## src/rtl/gpio_input_conditioner.sv

```systemverilog
// Pad input conditioning: a 2-flop synchroniser, then a per-pin debounce filter
// with registered rise/fall pulses that line up with the filtered level.

module gpio_ic_lane #(
  parameter int CNT_W = 8
) (
  input  logic             clk_i,
  input  logic             rst_ni,
  input  logic             sync_i,
  input  logic             en_i,
  input  logic [CNT_W-1:0] period_i,
  output logic             filt_o,
  output logic             rise_o,
  output logic             fall_o
);
  logic [CNT_W-1:0] cnt_q, cnt_d;
  logic             filt_q, filt_d;
  logic             rise_q, fall_q;

  always_comb begin
    cnt_d  = cnt_q;
    filt_d = filt_q;
    if (!en_i) begin
      filt_d = sync_i;
      cnt_d  = '0;
    end else if (sync_i == filt_q) begin
      cnt_d  = '0;
    end else if (cnt_q >= period_i) begin
      // >= so that lowering the period mid-count finishes on the next mismatch
      filt_d = sync_i;
      cnt_d  = '0;
    end else begin
      cnt_d  = cnt_q + CNT_W'(1);
    end
  end

  always_ff @(posedge clk_i or negedge rst_ni) begin
    if (!rst_ni) begin
      cnt_q  <= '0;
      filt_q <= 1'b0;
      rise_q <= 1'b0;
      fall_q <= 1'b0;
    end else begin
      cnt_q  <= cnt_d;
      filt_q <= filt_d;
      rise_q <= filt_d & ~filt_q;
      fall_q <= ~filt_d & filt_q;
    end
  end

  assign filt_o = filt_q;
  assign rise_o = rise_q;
  assign fall_o = fall_q;
endmodule

module gpio_input_conditioner #(
  parameter int IO_COUNT       = 16,
  parameter int DEBOUNCE_WIDTH = 8
) (
  input  logic                      clk,
  input  logic                      rst,
  input  logic [IO_COUNT-1:0]       pin_in,
  input  logic [IO_COUNT-1:0]       debounce_enable,
  input  logic [DEBOUNCE_WIDTH-1:0] debounce_period,
  output logic [IO_COUNT-1:0]       pin_filtered,
  output logic [IO_COUNT-1:0]       rise_pulse,
  output logic [IO_COUNT-1:0]       fall_pulse
);
  logic [IO_COUNT-1:0] sync1_q, sync2_q;

  always_ff @(posedge clk or negedge rst) begin
    if (!rst) begin
      sync1_q <= '0;
      sync2_q <= '0;
    end else begin
      sync1_q <= pin_in;
      sync2_q <= sync1_q;
    end
  end

  for (genvar i = 0; i < IO_COUNT; i++) begin : g_pin
    gpio_ic_lane #(.CNT_W(DEBOUNCE_WIDTH)) u_lane (
      .clk_i    (clk),
      .rst_ni   (rst),
      .sync_i   (sync2_q[i]),
      .en_i     (debounce_enable[i]),
      .period_i (debounce_period),
      .filt_o   (pin_filtered[i]),
      .rise_o   (rise_pulse[i]),
      .fall_o   (fall_pulse[i])
    );
  end
endmodule
```

## config.mk

```make
export PLATFORM = sky130hd
export DESIGN_NAME = gpio_input_conditioner
export DESIGN_NICKNAME = d
export VERILOG_FILES = /design/src/rtl/gpio_input_conditioner.sv
export SDC_FILE = /design/constraint.sdc
export NUM_CORES = 1
export LEC_CHECK = 0
export CAP_MARGIN = 25
export CORE_MARGIN = 10
export CORE_UTILIZATION = 45
export DETAILED_ROUTE_END_ITERATION = 10
export GPL_TIMING_DRIVEN = 0
export HOLD_SLACK_MARGIN = 0.03
export PLACE_DENSITY = 0.69
export SLEW_MARGIN = 20
export SYNTH_ARGS = -nofsm -noshare
export SYNTH_HDL_FRONTEND = slang
export SYNTH_SLANG_ARGS = --single-unit
```

## constraint.sdc

```tcl
create_clock -name clk -period 3.8 [get_ports clk]
set_input_delay 0.38 -clock clk [delete_from_list [all_inputs] [get_ports clk]]
set_output_delay 0.38 -clock clk [all_outputs]
set_load 0.005 [all_outputs]
```

==> results.yml, run 1 <==
floorplan:
  start_util_pct: 45.8
  rows: 59
  fp.coreArea_um2: 26100
  dieArea_um2: 33500
  ios: 90
  die_w_um: 183
  die_h_um: 183
synthesis:
  synth_area_um2: 12000
  seq_area_frac_synth_pct: 43.5
  synthCells: 998
  yosys_warnings: 0
  synth_top_cell_area_share_pct: 43.5
  synth.distinct_cells: 31
  synthTopCellsByArea: "dfrtp_1, ha_1, xor2_1"
  post-synth-top-area-cell: "dfrtp_1"
  synth_area_per_cell_um2: 12.0
  synth_nets: 1184
  yosys_register_bits: 208
sta:
  finalHoldViolCount: 0
  max_freq_mhz: 397
  min_period_over_period_pct: 66.2
  relSlewSlack_pct: 35.2
  worst_pin_slew_ns: 0.970
  finClkSkew_ns: 0.00681
  period_needed_ns: 2.52
  grt_setup_unrepaired: "no"
  slew_violations: 0
  finalSetupViolCount: 0
run:
  drv_cap: 0
critical_path:
  endpoint_kind: "flop"
  cp-start-kind: "input port"
  rrSetupSlack_ns: 1.71
  cpPeakStageDelay_ns: 0.43
  critPathSlowestCell: "inv_1"
  crit_required_ns: 4.19
  worstPathArrival_ns: 2.90
  crit_fanout: 9
  criticalPathCategory: "in -> reg"
  reg2regPathDepth: 6
  path_cells: "clkdlybuf4s50_1, inv_1, buf_8, ha_1, a21o_1, a2111oi_4, o31a_4, mux2_4"
pwr:
  powerDensity_nw_per_um2: 382
  leakagePower_nw: 7.00
  peakVddDrop_v: 0.000282
route:
  via_per_inst: 5.30
  drtIter0Drc: 338
  drc: 0
  drt-total-wl_um: 23600
  wl_per_cell_um: 16.0
  vias: 7788
  firstDrtPassIters: 4
  antenna_left: 0
hold_path:
  min_path_cells: 1
  hp-class: "in -> reg"
clock_tree:
  cts_root_buf: "clkbuf_16"
  htree_levels: 1
  hold_buffers: 1
  cts_setup_buffers: 0
  path_clk_slew_ns: 0.06
  cts.sinks: 208
  clock_latency_ns: 0.51
  clockBufferDepth: 3
  cts_resized: 0
  cts_tree: "built"
  cts_made_buffers: 25
layout:
  final_cell_mix: "dfrtp_1, ha_1, nor2_1, xor2_1, clkdlybuf4s50_1"
  fin_nets: 1307
  multiInputGateArea_um2: 6240
  layout_commonest_cell: "dfrtp_1"
  area_growth_pct: 18.9
  stdcell_area_um2: 14200
  drive_gt1_share_pct: 15.9
  n_antenna_cell: 0
  register_area_um2: 5200
  n_fill_cell: 2270
  final_cells: 1470
place:
  dpl.cell_count: 1426
  gp_congestion: 0.797
  port_buffers: 89
  dpl_cell_area_um2: 13400
  dp_hpwl_um: 16000
global_route:
  grt_pass1_vias: 8053
  antenna_found_initial: 0
  grt_overflow: 0
  grt_first_pass_wirelength_um: 40100
  grt.total_usage_pct: 14.2
  grt_max_degree: 84
outcome:
  status: "complete, no violations"
layout make-up:
class	count	share of cell area, %
flip-flops and latches	208	36.6
multi-input cells	703	43.9
repair buffers	96	7.27
plain buffers	49	2.57
clock buffers	36	5.12
clock inverters	5	0.528
inverters	38	1.00
well taps	335	2.95
flip-flops by register name, summed over array words and instances, names as in the netlist:
| name | flops |
|---|---|
| g_pin.u_lane.rise_o | 16 |
| sync2_q | 16 |
| g_pin.u_lane.fall_o | 16 |
| g_pin.u_lane.cnt_q | 128 |
| sync1_q | 16 |
| g_pin.u_lane.filt_o | 16 |
worst paths after layout:
path                                                           end                                from
worst max-delay path              g_pin[6].u_lane.filt_o$_DFF_PN0_                  debounce_period[6]
worst min-delay path                          sync1_q[9]$_DFF_PN0_                           pin_in[9]
worst min register to register                sync2_q[9]$_DFF_PN0_                sync1_q[9]$_DFF_PN0_
max in group asynchronous       g_pin[4].u_lane.cnt_q[4]$_DFF_PN0_                                 rst
worst max register to register    g_pin[7].u_lane.filt_o$_DFF_PN0_  g_pin[7].u_lane.cnt_q[0]$_DFF_PN0_
min in group asynchronous                    sync2_q[11]$_DFF_PN0_                                 rst
report_power, final:
part	internal, mW	switching [mW]	total [mW]
Combinational	0.362	0.338	0.700
Sequential	2.30	0.0917	2.39
Clock	1.45	0.896	2.34
metal layers:
layer / track usage (%) / wire length, µm / vias to the layer above
met5: 0 / 0 / -
met4: 3.11 / 345 / 0
met3: 2.49 / 1220 / 31
met2: 23.8 / 11000 / 116
met1: 18.8 / 11000 / 3832
li1: - / - / 3809
cell usage after synthesis:
| cell type | instances |
|---|---|
| o31a_4 | 15 |
| nand2b_4 | 1 |
| buf_2 | 1 |
| mux2_2 | 1 |
| a211o_1 | 1 |
| nor2_1 | 120 |
| xor2_1 | 95 |
| and4_1 | 8 |
| nand4_1 | 15 |
| nand3_1 | 80 |
| nand2b_1 | 15 |
| o211ai_1 | 2 |
| nor3_1 | 7 |
| dfrtp_1 | 208 |
| nor3b_1 | 30 |
| xnor2_1 | 17 |
| o311ai_2 | 15 |
| o21ai_0 | 1 |
| a2111oi_4 | 15 |
| a21o_1 | 15 |
| and3b_1 | 2 |
| nor3b_2 | 1 |
| mux2_4 | 15 |
| a2111oi_2 | 16 |
| o21a_1 | 16 |
| buf_4 | 48 |
| and4_4 | 8 |
| inv_1 | 38 |
| nor2b_1 | 1 |
| ha_1 | 144 |
| and3_1 | 47 |
logic make-up (layout without fill, tap and decap cells):
logic type / Yosys count / after routing / synth area share [%]
AND/OR/NAND/NOR: 335 / 335 / 15.1
flip-flops: 208 / 208 / 43.5
adder cells (fa/ha/maj): 144 / 144 / 15.1
XOR/XNOR: 112 / 112 / 8.20
AO/OA/AOI/OAI: 96 / 96 / 11.9
buffers and inverters: 87 / 224 / 4.25
multiplexers: 16 / 16 / 1.98
critical path: cells and delay by family:
family / cells / cell delay (ns)
AO/OA/AOI/OAI: 3 / 0.89
adder cells (fa/ha/maj): 1 / 0.27
buffers and inverters: 3 / 1.05
multiplexers: 1 / 0.30
through the flow:
step | hold WS, ns | util, % | total power [mW] | setup TNS [ns] | setup slack (ns)
final | 0.304 | 54.4 | 5.43 | 0 | 1.28
after global routing | 0.303 | 54.4 | 5.68 | 0 | 1.19
after CTS | 0.280 | 54.3 | 5.52 | 0 | 1.03
after detailed placement | 0.325 | 51.2 | 3.14 | 0 | 0.494
after global placement | 0.331 | 50.8 | 3.11 | -1353.24 | -6.52
after floorplan | 0.0844 | - | 2.83 | 0 | 1.58
(Power assumes the default switching activity.)
==> run 2, diff against run 1 <==
clock period = 2.45 ns   (was 3.8 ns; I/O delays follow)
==> run 2 against run 1 <==
Critical path depth down 1. Register-to-register slack worse by 1.3 ns. Via count up 0.56%. Sequential cell count unchanged. Final cell count unchanged. Sequential power up 55%. Worst setup slack worse by 1.2 ns. Total power up 55%. Hold slack worse by 0.14 ns. Sequential share of layout area about the same. Combinational power up 56%. Cell area up 0.12%. Largest power group unchanged.
==> results.yml, run 2 (synthesis results as in run 1) <==
outcome:
  status: "complete, no violations"
clock_tree:
  path_clk_slew_ns: 0.06
  htree_levels: 1
  cts.sinks: 208
  clock_latency_ns: 0.51
  clockBufferDepth: 3
  cts_root_buf: "clkbuf_16"
  cts_made_buffers: 25
  cts_tree: "built"
sta:
  max_freq_mhz: 427
  finalSetupViolCount: 0
  fin_hold_ws_ns: 0.169
  grt_setup_unrepaired: "no"
  period_needed_ns: 2.34
  finalHoldViolCount: 0
  finalSetupTns_ns: 0
  worst_pin_slew_ns: 0.969
  min_period_over_period_pct: 95.7
  slew_violations: 0
  finClkSkew_ns: 0.00731
  relSlewSlack_pct: 35.4
  finalWorstSetupSlack_ns: 0.106
route:
  via_per_inst: 5.33
  firstDrtPassIters: 4
  drt-total-wl_um: 23500
  antenna_left: 0
  drtIter0Drc: 346
  drc: 0
  wl_per_cell_um: 16.0
  vias: 7832
pwr:
  finalPower_mw: 8.43
  p_int_mw: 6.37
  p_comb_share_pct: 12.9
  powerDensity_nw_per_um2: 592
  peakVddDrop_v: 0.000438
  p_clk_share_pct: 43.1
  leakagePower_nw: 6.99
  switching_share_pct: 24.4
  net-switching-power_mw: 2.06
  pwr-share-seq_pct: 44.0
critical_path:
  path_cells: "clkdlybuf4s50_1, buf_16, ha_1, nand2b_1, a2111oi_2, o31a_4, mux2_4"
  crit_family: "buffers and inverters"
  cp-start-kind: "input port"
  crit_fanout: 11
  critPathSlowestCell: "clkdlybuf4s50_1"
  criticalPathCategory: "in -> reg"
  crit_required_ns: 2.84
  path_buf_inv: 2
  endpoint_kind: "flop"
  worstPathArrival_ns: 2.74
  rrSetupSlack_ns: 0.37
  cpPeakStageDelay_ns: 0.68
global_route:
  grt_pass1_vias: 8068
  grt.total_usage_pct: 14.2
  grt_overflow: 0
  antenna_found_initial: 0
  grt_first_pass_wirelength_um: 40100
  grt_max_degree: 84
hold_path:
  hp-class: "in -> reg"
place:
  dp_hpwl_um: 16000
  port_buffers: 89
  dpl.cell_count: 1426
  pre_cts_slack_ns: -0.721
  dpl_cell_area_um2: 13400
  gp_congestion: 0.797
floorplan:
  die_w_um: 183
  start_util_pct: 45.8
  ios: 90
  die_h_um: 183
  rows: 59
  dieArea_um2: 33500
  fp.coreArea_um2: 26100
layout:
  layout_commonest_cell: "dfrtp_1"
  register_area_um2: 5200
  multiInputGateArea_um2: 6240
  final_cell_mix: "dfrtp_1, ha_1, nor2_1, xor2_1, clkdlybuf4s50_1"
  n_fill_cell: 2267
  largest_register: "g_pin.u_lane.cnt_q"
  area_growth_pct: 19.0
  n_antenna_cell: 0
  finish.utilization_pct: 54.4
  largest_reg_flops: 128
  drive_gt1_share_pct: 16.0
  final_cells: 1470
  stdcell_area_um2: 14200
  fin_nets: 1307
run:
  drv_cap: 0
-- run 2: power by group through the flow --
stage          sequential [mW]  clock [mW]  combinational (mW)
3_5_place_dp              3.77           0                1.10
4_1_cts                   3.71        3.75                1.12
2_1_floorplan             3.73           0               0.668
3_3_place_gp              3.77           0                1.06
6_report                  3.71        3.63                1.09
5_1_grt                   3.73        3.86                1.22
-- run 2: final timing paths --
| kind | endpoint | cells past startpoint | startpoint |
|---|---|---|---|
| max in group asynchronous | g_pin[4].u_lane.cnt_q[4]$_DFF_PN0_ | 3 | rst |
| max reg2reg | g_pin[7].u_lane.filt_o$_DFF_PN0_ | 6 | g_pin[7].u_lane.cnt_q[0]$_DFF_PN0_ |
| max | g_pin[7].u_lane.filt_o$_DFF_PN0_ | 7 | debounce_period[0] |
| min in group asynchronous | sync2_q[11]$_DFF_PN0_ | 2 | rst |
| min reg2reg | sync2_q[1]$_DFF_PN0_ | 0 | sync1_q[1]$_DFF_PN0_ |
| min | sync1_q[9]$_DFF_PN0_ | 1 | pin_in[9] |
-- run 2: final cells by class --
| class | instances | share of cell area (%) |
|---|---|---|
| Multi-Input combinational cell | 703 | 43.9 |
| Sequential cell | 208 | 36.6 |
| Buffer | 49 | 2.57 |
| Clock inverter | 5 | 0.528 |
| Timing Repair Buffer | 96 | 7.33 |
| Tap cell | 335 | 2.95 |
| Clock buffer | 36 | 5.11 |
| Inverter | 38 | 1.06 |
-- run 2: metal layers --
metal  global-route usage [%]  share of wire [%]  routed length [µm]  vias up
met5                        0                  0                   0        -
met3                     2.49                4.0                 952       33
met1                     18.9                 48               11200     3881
met2                     23.7                 47               11000      112
li1                         -                  -                   -     3806
met4                     3.11                1.6                 372        0
-- run 2: timing repair --
action / 4_1_cts / 5_1_grt
endpoints found under the setup margin: 87 / 0
endpoints found under the hold margin: 51 / 0
hold buffers: 1 / 0
setup buffers: 2 / 0
gates resized for setup: 2 / 0
-- run 2: worst register-to-register path, cell delays in order, from the launching register on --
cell and delay, ns:
dfrtp_1 0.43, inv_1 0.06, ha_1 0.26, nand2b_1 0.16
a2111oi_2 0.54, o31a_4 0.22, mux2_4 0.29
==> run 3, diff against run 2 <==
CORE_UTILIZATION = 40   (was 45)
PLACE_DENSITY = 0.63   (was 0.69)
==> run 3 against run 2 <==
Sequential cell count unchanged. Worst setup slack better by 0.013 ns. Via count fell by 2.6%. First-iteration DRC count is 9.5% lower. Fmax rose by 0.58%. Sequential power is essentially flat. Cell area up 0.97%. Routed wire length increased by 2.1%. Critical path depth is 1 higher. Non-clock buffer count grew 3. Global-route usage shrank 1.0 points. Hold slack lost 0.0035 ns.
==> results.yml, run 3 (synthesis results as in run 1) <==
outcome:
  status: "complete, no violations"
route:
  vias: 7632
  wl_per_cell_um: 15.7
  via_per_inst: 4.99
  drc: 0
  antenna_left: 0
  drt-total-wl_um: 24000
  firstDrtPassIters: 4
  drtIter0Drc: 313
place:
  pre_cts_slack_ns: -0.517
  gp_congestion: 0.755
  port_buffers: 89
  dp_hpwl_um: 16500
floorplan:
  rows: 63
  die_h_um: 193
  fp.coreArea_um2: 29600
  dieArea_um2: 37200
  die_w_um: 193
  start_util_pct: 40.4
  ios: 90
sta:
  max_freq_mhz: 429
  relSlewSlack_pct: 35.1
  finClkSkew_ns: 0.0111
  period_needed_ns: 2.33
  min_period_over_period_pct: 95.1
  worst_pin_slew_ns: 0.972
  finalSetupViolCount: 0
  finalWorstSetupSlack_ns: 0.119
  slew_violations: 0
  fin_hold_ws_ns: 0.165
  finalHoldViolCount: 0
  grt_setup_unrepaired: "no"
global_route:
  grt.total_usage_pct: 13.2
  antenna_found_initial: 0
  grt_overflow: 0
  grt_max_degree: 77
  grt_pass1_vias: 7888
  grt_first_pass_wirelength_um: 40100
clock_tree:
  cts_tree: "built"
  cts.sinks: 208
  cts_root_buf: "clkbuf_16"
  path_clk_slew_ns: 0.06
  htree_levels: 1
  clock_latency_ns: 0.52
  cts_made_buffers: 25
  clockBufferDepth: 3
critical_path:
  criticalPathCategory: "in -> reg"
  endpoint_kind: "flop"
  rrSetupSlack_ns: 0.39
  crit_family: "buffers and inverters"
  crit_end: "g_pin[3].u_lane.filt_o$_DFF_PN0_"
  r2r-start: "g_pin[8].u_lane.cnt_q[0]$_DFF_PN0_"
  crit_start: "debounce_period[5]"
  critPathSlowestCell: "inv_1"
  crit_required_ns: 2.85
  worstPathArrival_ns: 2.73
  reg2regPathDepth: 6
  rr_endpoint: "g_pin[8].u_lane.filt_o$_DFF_PN0_"
  cp-start-kind: "input port"
  crit_fanout: 9
  cpPeakStageDelay_ns: 0.43
  path_buf_inv: 3
  path_cells: "clkdlybuf4s50_1, inv_1, buf_8, ha_1, and4_4, a2111oi_4, o31a_4, mux2_4"
  crit_cells: 8
pwr:
  peakVddDrop_v: 0.000464
  leakagePower_nw: 7.03
  powerDensity_nw_per_um2: 588
layout:
  layout_commonest_cell: "dfrtp_1"
  finish.utilization_pct: 48.6
  final_cell_mix: "dfrtp_1, ha_1, nor2_1, xor2_1, clkdlybuf4s50_1"
  drive_gt1_share_pct: 16.2
  area_growth_pct: 20.2
  fin_nets: 1310
  largest_reg_flops: 128
  n_antenna_cell: 0
  largest_register: "g_pin.u_lane.cnt_q"
  n_fill_cell: 2706
run:
  drv_cap: 0
hold_path:
  hp-class: "in -> reg"
[run 3: cell types whose count changed in the layout (fill, tap and decap cells not counted)]
cell             delta
buf_16              +3
inv_1               +2
buf_12              -1
buf_2               +1
buf_8               +1
clkdlybuf4s50_1     -1
clkinvlp_4          -1
inv_2               -1
[run 3: final cells by class]
cell class	count	area (µm²)	area share [%]
Clock inverter	5	75.1	0.523
Timing Repair Buffer	99	1120	7.77
Inverter	38	146	1.02
Clock buffer	36	727	5.06
Multi-Input combinational cell	703	6240	43.5
Tap cell	390	488	3.40
Sequential cell	208	5200	36.2
Buffer	49	365	2.54
[run 3: metrics by stage]
stage	power [mW]	setup TNS, ns	cell area, µm²	std cells
3_5_place_dp	4.87	-59.81	13400	1482
4_1_cts	8.59	0	14300	1524
3_3_place_gp	4.84	-1773.76	13300	1477
5_1_grt	8.86	0	14400	1528
6_report	8.44	0	14400	1528
2_1_floorplan	4.40	0	12000	998
[run 3: repair_timing]
| item | CTS | global route |
|---|---|---|
| resized for setup | 0 | 1 |
| hold buffers | 1 | 0 |
| endpoints found under the setup margin | 0 | 6 |
| hold endpoints to repair | 68 | 0 |
| buffers inserted | 0 | 1 |
[run 3: worst min path at each step]
| stage | startpoint | to | slack (ns) | cells past startpoint |
|---|---|---|---|---|
| final | pin_in[1] | sync1_q[1]$_DFF_PN0_ | 0.17 | 1 |
| after global placement | sync1_q[9]$_DFF_PN0_ | sync2_q[9]$_DFF_PN0_ | 0.33 | 0 |
| after floorplan | rst | g_pin[0].u_lane.cnt_q[0]$_DFF_PN0_ | -0.05 | 0 |
| after CTS | pin_in[9] | sync1_q[9]$_DFF_PN0_ | 0.14 | 1 |
| after detailed placement | rst | g_pin[11].u_lane.rise_o$_DFF_PN0_ | 0.24 | 1 |
| after global routing | pin_in[10] | sync1_q[10]$_DFF_PN0_ | 0.14 | 1 |
[run 3: report_power, final]
part	internal, mW	switching, mW	leakage, nW	total [mW]
Combinational	0.575	0.531	3.88	1.11
Sequential	3.57	0.140	2.76	3.71
Clock	2.24	1.39	0.397	3.63
[run 3: worst reg2reg max path, stage by stage, from the launching register on]
cell       delay, ns
dfrtp_1         0.44
inv_1           0.06
ha_1            0.26
nand2b_1        0.15
a2111oi_2       0.53
o31a_4          0.22
mux2_4          0.29
[run 3: metal layers]
metal / vias to the layer above / wire [µm] / track usage, %
met3: 38 / 975 / 2.48
li1: 3812 / - / -
met4: 0 / 516 / 3.40
met5: - / 0 / 0
met1: 3689 / 11400 / 17.6
met2: 93 / 11200 / 21.5
